## src/rtl/text_buffer_pkg.sv

```systemverilog
// rtl/text_buffer_pkg.sv - shared states, control codes and window geometry for the text buffer
package text_buffer_pkg;

  typedef enum logic [1:0] {
    ST_IDLE,
    ST_CLEAR,
    ST_SCROLL,
    ST_CLRROW
  } state_t;

  localparam logic [6:0] CH_BS    = 7'h08;
  localparam logic [6:0] CH_LF    = 7'h0A;
  localparam logic [6:0] CH_FF    = 7'h0C;
  localparam logic [6:0] CH_CR    = 7'h0D;
  localparam logic [6:0] CH_SPACE = 7'h20;
  localparam logic [6:0] CH_TILDE = 7'h7E;

  localparam int COLS = 32;
  localparam int ROWS = 4;

  localparam logic [9:0] WIN_X0 = 10'd192;
  localparam logic [9:0] WIN_Y0 = 10'd208;
  localparam logic [9:0] WIN_W  = 10'd256;
  localparam logic [9:0] WIN_H  = 10'd64;

  localparam logic [6:0] LAST_IDX    = 7'd127;
  localparam logic [6:0] SCROLL_LAST = 7'd95;
  localparam logic [6:0] ROW_STRIDE  = 7'd32;
  localparam logic [4:0] LAST_COL    = 5'd31;
  localparam logic [1:0] LAST_ROW    = 2'd3;

endpackage

```

## src/rtl/text_buffer_ram.sv

```systemverilog
// rtl/text_buffer_ram.sv - 128x7 character store, one write port and two asynchronous read ports
module text_buffer_ram
  import text_buffer_pkg::*;
(
  input  logic       clk,
  input  logic       i_we,
  input  logic [6:0] i_waddr,
  input  logic [6:0] i_wdata,
  input  logic [6:0] i_raddr_a,
  input  logic [6:0] i_raddr_b,
  output logic [6:0] o_rdata_a,
  output logic [6:0] o_rdata_b
);

  logic [6:0] r_mem [COLS*ROWS];

  always_ff @(posedge clk) begin
    if (i_we) begin
      r_mem[i_waddr] <= i_wdata;
    end
  end

  assign o_rdata_a = r_mem[i_raddr_a];
  assign o_rdata_b = r_mem[i_raddr_b];

endmodule

```

## src/rtl/text_buffer_writer.sv

```systemverilog
// rtl/text_buffer_writer.sv - cursor engine that fills, scrolls and clears the on-screen text buffer
module text_buffer_writer
  import text_buffer_pkg::*;
#(
  parameter logic [9:0] X0 = WIN_X0,
  parameter logic [9:0] Y0 = WIN_Y0
) (
  input  logic       clk,
  input  logic       rst_n,
  input  logic [7:0] in_data,
  input  logic       in_valid,
  output logic       in_ready,
  input  logic [9:0] x,
  input  logic [9:0] y,
  output logic [6:0] ascii_code,
  output logic [4:0] cursor_col,
  output logic [1:0] cursor_row,
  output logic       busy
);

  state_t     r_state, w_state_nxt;
  logic [6:0] r_idx, w_idx_nxt;
  logic [4:0] r_col, w_col_nxt;
  logic [1:0] r_row, w_row_nxt;
  logic [6:0] r_ascii;

  logic       w_we;
  logic [6:0] w_waddr, w_wdata;
  logic [6:0] w_scroll_raddr, w_scroll_rdata;
  logic [6:0] w_disp_addr, w_disp_rdata;
  logic       w_in_win;
  logic [4:0] w_col_d;
  logic [1:0] w_row_d;
  logic       w_accept;
  logic [6:0] w_code;
  logic       w_printable;

  assign in_ready    = (r_state == ST_IDLE) && rst_n;
  assign busy        = (r_state != ST_IDLE);
  assign w_code      = in_data[6:0];
  // Bytes with bit 7 set still complete the handshake but have no effect.
  assign w_accept    = in_valid && in_ready && !in_data[7];
  assign w_printable = (w_code >= CH_SPACE) && (w_code <= CH_TILDE);
  assign w_scroll_raddr = r_idx + ROW_STRIDE;

  assign w_in_win = (x >= X0) && (x < X0 + WIN_W) && (y >= Y0) && (y < Y0 + WIN_H);
  assign w_col_d  = 5'((x - X0) >> 3);
  assign w_row_d  = 2'((y - Y0) >> 4);
  assign w_disp_addr = {w_row_d, w_col_d};

  always_comb begin
    w_state_nxt = r_state;
    w_idx_nxt   = r_idx;
    w_col_nxt   = r_col;
    w_row_nxt   = r_row;
    w_we        = 1'b0;
    w_waddr     = {r_row, r_col};
    w_wdata     = CH_SPACE;
    case (r_state)
      ST_IDLE: begin
        if (w_accept) begin
          if (w_printable) begin
            w_we    = 1'b1;
            w_wdata = w_code;
            if (r_col == LAST_COL) begin
              w_col_nxt = 5'd0;
              if (r_row == LAST_ROW) begin
                w_state_nxt = ST_SCROLL;
                w_idx_nxt   = 7'd0;
              end else begin
                w_row_nxt = r_row + 2'd1;
              end
            end else begin
              w_col_nxt = r_col + 5'd1;
            end
          end else if (w_code == CH_LF || w_code == CH_CR) begin
            w_col_nxt = 5'd0;
            if (r_row == LAST_ROW) begin
              w_state_nxt = ST_SCROLL;
              w_idx_nxt   = 7'd0;
            end else begin
              w_row_nxt = r_row + 2'd1;
            end
          end else if (w_code == CH_BS) begin
            if (r_col != 5'd0) begin
              w_col_nxt = r_col - 5'd1;
              w_we      = 1'b1;
              w_waddr   = {r_row, r_col - 5'd1};
            end else if (r_row != 2'd0) begin
              w_col_nxt = LAST_COL;
              w_row_nxt = r_row - 2'd1;
              w_we      = 1'b1;
              w_waddr   = {r_row - 2'd1, LAST_COL};
            end
          end else if (w_code == CH_FF) begin
            w_col_nxt   = 5'd0;
            w_row_nxt   = 2'd0;
            w_state_nxt = ST_CLEAR;
            w_idx_nxt   = 7'd0;
          end
        end
      end
      ST_CLEAR: begin
        w_we      = 1'b1;
        w_waddr   = r_idx;
        w_idx_nxt = r_idx + 7'd1;
        if (r_idx == LAST_IDX) w_state_nxt = ST_IDLE;
      end
      ST_SCROLL: begin
        w_we      = 1'b1;
        w_waddr   = r_idx;
        w_wdata   = w_scroll_rdata;
        w_idx_nxt = r_idx + 7'd1;
        if (r_idx == SCROLL_LAST) w_state_nxt = ST_CLRROW;
      end
      ST_CLRROW: begin
        w_we      = 1'b1;
        w_waddr   = r_idx;
        w_idx_nxt = r_idx + 7'd1;
        if (r_idx == LAST_IDX) w_state_nxt = ST_IDLE;
      end
      default: w_state_nxt = ST_CLEAR;
    endcase
  end

  always_ff @(posedge clk) begin
    if (!rst_n) begin
      r_state <= ST_CLEAR;
      r_idx   <= 7'd0;
      r_col   <= 5'd0;
      r_row   <= 2'd0;
      r_ascii <= CH_SPACE;
    end else begin
      r_state <= w_state_nxt;
      r_idx   <= w_idx_nxt;
      r_col   <= w_col_nxt;
      r_row   <= w_row_nxt;
      r_ascii <= w_in_win ? w_disp_rdata : CH_SPACE;
    end
  end

  text_buffer_ram u_ram (
    .clk       (clk),
    .i_we      (w_we && rst_n),
    .i_waddr   (w_waddr),
    .i_wdata   (w_wdata),
    .i_raddr_a (w_disp_addr),
    .i_raddr_b (w_scroll_raddr),
    .o_rdata_a (w_disp_rdata),
    .o_rdata_b (w_scroll_rdata)
  );

  assign ascii_code = r_ascii;
  assign cursor_col = r_col;
  assign cursor_row = r_row;

endmodule
```

## config.mk

```make
export PLATFORM = sky130hd
export DESIGN_NAME = text_buffer_writer
export DESIGN_NICKNAME = d
export VERILOG_FILES = /design/src/rtl/text_buffer_pkg.sv /design/src/rtl/text_buffer_ram.sv /design/src/rtl/text_buffer_writer.sv
export SDC_FILE = /design/constraint.sdc
export NUM_CORES = 1
export LEC_CHECK = 0
export BUFFER_PORTS_ARGS = -buffer_cell sky130_fd_sc_hd__buf_4
export CAP_MARGIN = 20
export CELL_PAD_IN_SITES_DETAIL_PLACEMENT = 0
export CELL_PAD_IN_SITES_GLOBAL_PLACEMENT = 1
export CORE_MARGIN = 10
export CORE_UTILIZATION = 44
export CTS_CLUSTER_DIAMETER = 40
export DETAILED_ROUTE_END_ITERATION = 8
export GPL_TIMING_DRIVEN = 0
export PLACE_DENSITY = 0.68
export SYNTH_ARGS = -nofsm -noshare
export SYNTH_HDL_FRONTEND = slang
export SYNTH_HIERARCHICAL = 1
export SYNTH_SLANG_ARGS = --single-unit
```

## constraint.sdc

```tcl
create_clock -name clk -period 6.3 [get_ports clk]
set_input_delay 0 -clock clk [delete_from_list [all_inputs] [get_ports clk]]
set_output_delay 0 -clock clk [all_outputs]
set_load 0.1 [all_outputs]
```

==> summary.txt, run 1 <==
Outcome
  • Status: complete, no violations

Routing
  • Via Count: 24,566
  • Final ANT Viol Nets: 0
  • DR pass1 iterations: 5
  • Post-DR wirelength/cell: 36.8 µm
  • Vias/cell: 6.69
  • DRC viols: 0
  • Final WL: 135 mm
  • First-iteration detailed-routing DRC count: 3,056

Critical path
  • Worst EP required: 6.70 ns
  • Top Family by Delay on Critical Path: buffers and inverters
  • Crit-path max FO: 73
  • Critical path's largest stage delay: 0.84 ns
  • Critical Path Start Type: flop
  • Crit end category: flop
  • CP cell instances: clkbuf_1 -> clkbuf_1 -> clkbuf_1 -> mux4_2 -> mux4_2 -> mux4_2 -> mux2_2 -> a22o_4 -> buf_12
  • Crit path kind: reg2reg
  • Highest-delay cell along the critical path: clkbuf_1
  • Critical path data arrival time: 6.18 ns
  • CP bufs+invs: 4

Floorplan
  • Die footprint: 112,000 µm²
  • Starting Density: 44.2%
  • Num rows: 115
  • Area of the core: 98,300 µm²
  • Die width: 334 µm
  • Num ports: 47
  • Die Span Y: 334 µm

CTS
  • Clk root buf: clkbuf_16
  • Clock slew at reported path FFs: 0.05 ns
  • Number of clock sinks: 919
  • Postcts setup bufs: 0
  • Worst skew pair latency: 0.74 ns
  • H-tree depth: 4
  • CTS tree: built
  • Max Buffers Root-to-Sink: 3
  • Total CTS buffers: 139

STA
  • Final setup viols: 0
  • Final hold slack: 0.0564 ns
  • RSZ-0062 raised after global routing: no
  • Slew Limit Fails: 0
  • Fin crit share: 91.8%
  • Worst Max-Slew Pin Slew: 1.30 ns
  • Setup TNS: 0 ns
  • Slew headroom: 13.1%
  • Hold Fails Final Rpt: 0
  • Final min period: 5.79 ns
  • Clock skew: 0.0304 ns
  • Fmax: 173 MHz

Layout
  • Final non-filler cell area: 51,000 µm²
  • Share of layout cells above drive strength 1: 40.8%
  • Nets: 2,313
  • Filler cell count: 7,676
  • Core Util, Final: 51.9%
  • Layout area overhead: 17.3%

Flow run
  • Max cap viols: 0

Synthesis
  • Post-Syn Instances: 2,036
  • Synth area leader: edfxtp_1
  • Dominant synthesized flop cell: edfxtp_1
  • Share of the synthesized area in the top cell type: 61.9%
  • Synth top area cells: edfxtp_1 62%, mux4_2 30%, nor2_1 1.1%
  • Number of flops mapped to enable cells by yosys: 896
  • Register bit total from synthesis: 919
  • Sequential share of the synthesized area: 62.9%
  • Syn nets: 2,078
  • Mapped cell area: 43,500 µm²
  • Async SR Flop Fraction: 0%
  • Unique cell type count in the Yosys netlist: 66
  • YS warnings: 6
  • Cell with the most instances after synthesis: edfxtp_1
  • Syn_area_per_cell: 21.4 µm²
  • Top post-synthesis cells by count: 896 x edfxtp_1, 588 x mux4_2, 132 x nor2_1

Power
  • Power Density: 300 nW/µm²
  • Total power: 15,300 µW
  • Leak Pwr: 0.0177 µW
  • VDD IR-drop max: 0.256 mV

Global routing
  • Initial antenna violation count: 8
  • Largest net degree at the start of global routing: 89
  • Global Route Usage Sum: 24.2%
  • Total global routing overflow: 0
  • First-pass GRT wire length: 191 mm
  • Vias in the first global route: 25,055

Placement
  • Final Wtd Congestion: 0.956
  • Final HPWL DP: 97.5 mm
  • DP Area: 46,000 µm²
  • Port buffer count: 37

Hold path
  • Worst Hold Class: in2reg
-- area by class of cell --
type	instances	area (µm²)	share of cell area [%]
multi-input cells	946	15400	30.2
diodes	1	2.50	0.00491
clock buffers	152	3570	7.00
repair buffers	94	1100	2.15
plain buffers	156	727	1.43
well taps	1287	1610	3.16
inverters	15	56.3	0.110
flip-flops and latches	919	27400	53.7
clock inverters	104	1160	2.27
-- per-layer routing --
layer	wire (µm)	track usage [%]	share of wire (%)	vias to the layer above
met2	62500	36.8	46	1405
li1	-	-	-	9496
met3	13900	6.64	10	314
met4	7380	12.6	5.5	6
met1	51300	31.8	38	13345
met5	40	0	0.030	-
-- per-stage QoR --
stage	worst slack, ns	instances
after detailed placement	0.545	3391
after CTS	0.527	3666
after global routing	0.461	3673
final	0.514	3674
after floorplan	0.00487	2036
after global placement	-6.19	3360
-- cell families after synthesis --
kind of cell    after synthesis  synth area share, %
compound gates               69                 1.13
xor+xnor                      7                0.141
fa+ha+maj                    11                0.317
buf+inv                     171                 1.80
flops                       919                 62.9
mux                         604                 30.9
simple gates                255                 2.80
-- final timing paths --
check	startpoint	to	slack, ns	depth (start not counted)
setup / recovery	r_idx[2]	u_ram/r_mem[71][2]	0.51	9
hold / removal	in_data[4]	cursor_row[1]	0.06	5
setup reg to reg	r_idx[2]	u_ram/r_mem[71][2]	0.51	9
hold reg to reg	r_idx[0]	r_idx[0]	0.61	1
-- placed cells by master (no fill, tap or decap), types with 17 or more instances in the layout --
cell type / n
buf_1: 36
nor2_1: 132
clkbuf_1: 84
dlygate4sd3_1: 19
buf_4: 56
buf_8: 21
clkinv_1: 17
edfxtp_1: 896
nand3_1: 20
nand2_1: 32
clkinv_2: 19
mux4_2: 588
clkbuf_16: 141
clkinvlp_4: 19
buf_2: 25
dfxtp_1: 23
-- timing repair --
action,4_1_cts,5_1_grt
resized for setup,0,0
endpoints found under the setup margin,0,0
endpoints found under the hold margin,44,0
hold buffers,19,0
-- report_power, final --
part	internal [µW]	switching, µW
registers	6620	7.15
logic	383	538
clock network	4820	2940
-- sequential cells by signal, summed over array words and instances (netlist names) --
signal / flops
ascii_code: 7
r_state: 2
r_idx: 7
u_ram/r_mem: 896
cursor_col: 5
cursor_row: 2
-- worst reg2reg max path: stages, from the launching register on --
cell and delay (ns):
dfxtp_1 0.49, clkbuf_1 0.60, clkbuf_1 0.65, clkbuf_1 0.85, mux4_2 0.47, mux4_2 0.60, mux4_2 0.55, mux2_2 0.30
a22o_4 0.52, buf_12 0.31
Power figures use the tool's default switching activity.
==> inputs of run 2 (changes only) <==
--- a/config.mk
+++ b/config.mk
@@ -14,8 +14,7 @@
 export CTS_CLUSTER_DIAMETER = 40
 export DETAILED_ROUTE_END_ITERATION = 8
 export GPL_TIMING_DRIVEN = 0
-export PLACE_DENSITY = 0.68
+export PLACE_DENSITY = 0.69
 export SYNTH_ARGS = -nofsm -noshare
 export SYNTH_HDL_FRONTEND = slang
-export SYNTH_HIERARCHICAL = 1
 export SYNTH_SLANG_ARGS = --single-unit
==> summary.txt, run 2 <==
STA
  • Slew Limit Fails: 0
  • Final hold slack: 0.0323 ns
  • Fin crit share: 94.5%
  • Final min period: 5.95 ns
  • Clock skew: 0.0425 ns
  • Final setup viols: 0
  • Worst Max-Slew Pin Slew: 1.28 ns
  • Slew headroom: 14.4%
  • RSZ-0062 raised after global routing: no
  • Fmax: 168 MHz
  • Hold Fails Final Rpt: 0

Routing
  • DRC viols: 0
  • Final WL: 180 mm
  • Via Count: 30,097
  • Post-DR wirelength/cell: 44.1 µm
  • First-iteration detailed-routing DRC count: 5,736
  • Vias/cell: 7.38
  • DR pass1 iterations: 7
  • Final ANT Viol Nets: 0

Global routing
  • First-pass GRT wire length: 243 mm
  • Vias in the first global route: 29,368
  • Global Route Usage Sum: 31.6%
  • Total global routing overflow: 0
  • Initial antenna violation count: 8
  • Largest net degree at the start of global routing: 85

Synthesis
  • Post-Syn Instances: 2,331
  • Top post-synthesis cells by count: 896 x edfxtp_1, 475 x mux4_2, 90 x buf_2
  • Syn nets: 2,374
  • Unique cell type count in the Yosys netlist: 77
  • Synth area leader: edfxtp_1
  • Number of flops mapped to enable cells by yosys: 896
  • Share of the synthesized area in the top cell type: 60.8%
  • Register bit total from synthesis: 919
  • Mapped cell area: 44,200 µm²
  • Sequential share of the synthesized area: 61.9%
  • Synth top area cells: edfxtp_1 61%, mux4_2 24%, mux2i_1 1.8%
  • Syn_area_per_cell: 19.0 µm²
  • Async SR Flop Fraction: 0%
  • Cell with the most instances after synthesis: edfxtp_1
  • YS warnings: 0
  • Dominant synthesized flop cell: edfxtp_1

CTS
  • Postcts setup bufs: 0
  • Total CTS buffers: 137
  • H-tree depth: 4
  • Number of clock sinks: 919
  • CTS tree: built
  • Clock slew at reported path FFs: 0.05 ns
  • Clk root buf: clkbuf_16
  • Max Buffers Root-to-Sink: 3
  • Worst skew pair latency: 0.76 ns

Critical path
  • Crit path kind: reg2reg
  • Critical path data arrival time: 6.44 ns
  • Top Family by Delay on Critical Path: buffers and inverters
  • Critical path's largest stage delay: 0.99 ns
  • CP bufs+invs: 8
  • Crit-path max FO: 24
  • Critical Path Start Type: flop
  • Highest-delay cell along the critical path: clkbuf_1
  • Crit end category: flop
  • Worst EP required: 6.78 ns
  • CP cell instances: buf_2 -> buf_1 -> clkbuf_1 -> buf_2 -> nor2_1 -> o311ai_0 -> clkbuf_2 -> a21boi_0 -> a311oi_4 -> buf_8 -> buf_8 -> buf_16

Power
  • Sequential share of power: 43.2%
  • Gate power share: 7.5%
  • Power Density: 291 nW/µm²
  • Net Sw Frac: 24.9%
  • Psw: 3820 µW
  • Int Power: 11,500 µW
  • Clock power frac: 49.4%
  • VDD IR-drop max: 0.270 mV
  • Leak Pwr: 0.0171 µW

Floorplan
  • Starting Density: 44.3%
  • Num rows: 116
  • Die footprint: 114,000 µm²
  • Die width: 337 µm
  • Die Span Y: 337 µm
  • Area of the core: 99,900 µm²
  • Num ports: 47

Layout
  • Filler cell count: 7,878
  • Biggest register: u_ram.r_mem
  • Nets: 2,698
  • Most common cell after layout, fill and taps aside: edfxtp_1
  • Max reg flops: 896
  • Share of layout cells above drive strength 1: 41.8%
  • Final non-filler cell area: 52,800 µm²
  • Commonest non-fill, non-tap cells in the layout: 896 x edfxtp_1, 475 x mux4_2, 144 x clkbuf_16
  • Layout area overhead: 19.4%

Placement
  • Final Wtd Congestion: 1.02
  • Port buffer count: 39
  • DP Area: 48,100 µm²
  • Final HPWL DP: 129 mm

Outcome
  • Status: complete, no violations

Flow run
  • Max cap viols: 0

Hold path
  • Worst Hold Class: in2reg
-- run 2: cell type report --
class,instances,area [µm²],share of cell area [%]
tap,1298,1620,3.07
sequential,919,27400,51.8
buffer,205,970,1.84
clock buffer,157,3650,6.91
inverter,17,63.8,0.121
timing repair buffer,185,1800,3.40
multi-input combinational,1190,16400,31.1
antenna,9,22.5,0.0426
clock inverter,96,897,1.70
-- run 2: worst reg2reg max path, stage by stage (launching register included) --
cell      delay, ns
dfxtp_1        0.31
buf_2          0.35
buf_1          0.87
clkbuf_1       1.00
buf_2          0.76
nor2_1         0.23
o311ai_0       0.52
clkbuf_2       0.28
a21boi_0       0.56
a311oi_4       0.22
buf_8          0.22
buf_8          0.18
buf_16         0.17
-- run 2: power groups by stage --
stage          Combinational (µW)  Sequential [µW]  Clock (µW)
3_5_place_dp                 1080             6750           0
3_3_place_gp                 1050             6750           0
6_report                     1150             6620        7580
2_1_floorplan                 574             6750           0
4_1_cts                      1090             6620        7560
5_1_grt                      1130             6620        7860
-- run 2: cell families (layout without fill, tap and decap cells) --
logic type	after synthesis	count (layout)	share of synthesized area, %
adder cells (fa/ha/maj)	12	12	0.339
flip-flops	919	919	61.9
multiplexers	597	597	27.1
XOR/XNOR	2	2	0.0396
other	0	9	0
buffers and inverters	222	660	2.33
AO/OA/AOI/OAI	247	247	4.18
AND/OR/NAND/NOR	332	332	4.18
-- run 2: path summary, 6_finish.rpt --
kind | startpoint | endpoint | slack (ns) | depth (start not counted)
hold reg to reg | cursor_col[1] | cursor_col[1] | 0.62 | 2
hold / removal | in_valid | cursor_col[1] | 0.03 | 5
setup / recovery | r_idx[3] | u_ram.r_mem[116][6] | 0.35 | 12
setup reg to reg | r_idx[3] | u_ram.r_mem[116][6] | 0.35 | 12
-- run 2: repair_timing --
item / CTS / global route
resized for setup: 0 / 0
hold buffers: 11 / 0
endpoints found under the hold margin: 38 / 0
-- run 2: stage by stage --
| step | setup TNS [ns] | utilization, % | setup WS (ns) | cells | total power, µW |
|---|---|---|---|---|---|
| 5_1_grt | 0 | 52.9 | 0.547 | 4067 | 15600 |
| 6_report | 0 | 52.9 | 0.345 | 4076 | 15300 |
| 2_1_floorplan | 0 | - | 0.353 | 2331 | 7320 |
| 4_1_cts | 0 | 52.8 | 0.357 | 4061 | 15300 |
| 3_5_place_dp | 0 | 48.1 | 0.356 | 3797 | 7830 |
| 3_3_place_gp | -2169.18 | 46.2 | -5.03 | 3668 | 7800 |
-- run 2: layer usage --
layer  up-vias  routed length, µm  share of wire (%)  GRT usage (%)
met4        12              13300                7.4           19.6
met5         -                287               0.16          0.954
met1     15609              61100                 34           38.8
met2      2892              77800                 43           45.6
li1      10900                  -                  -              -
met3       684              27400                 15           13.6
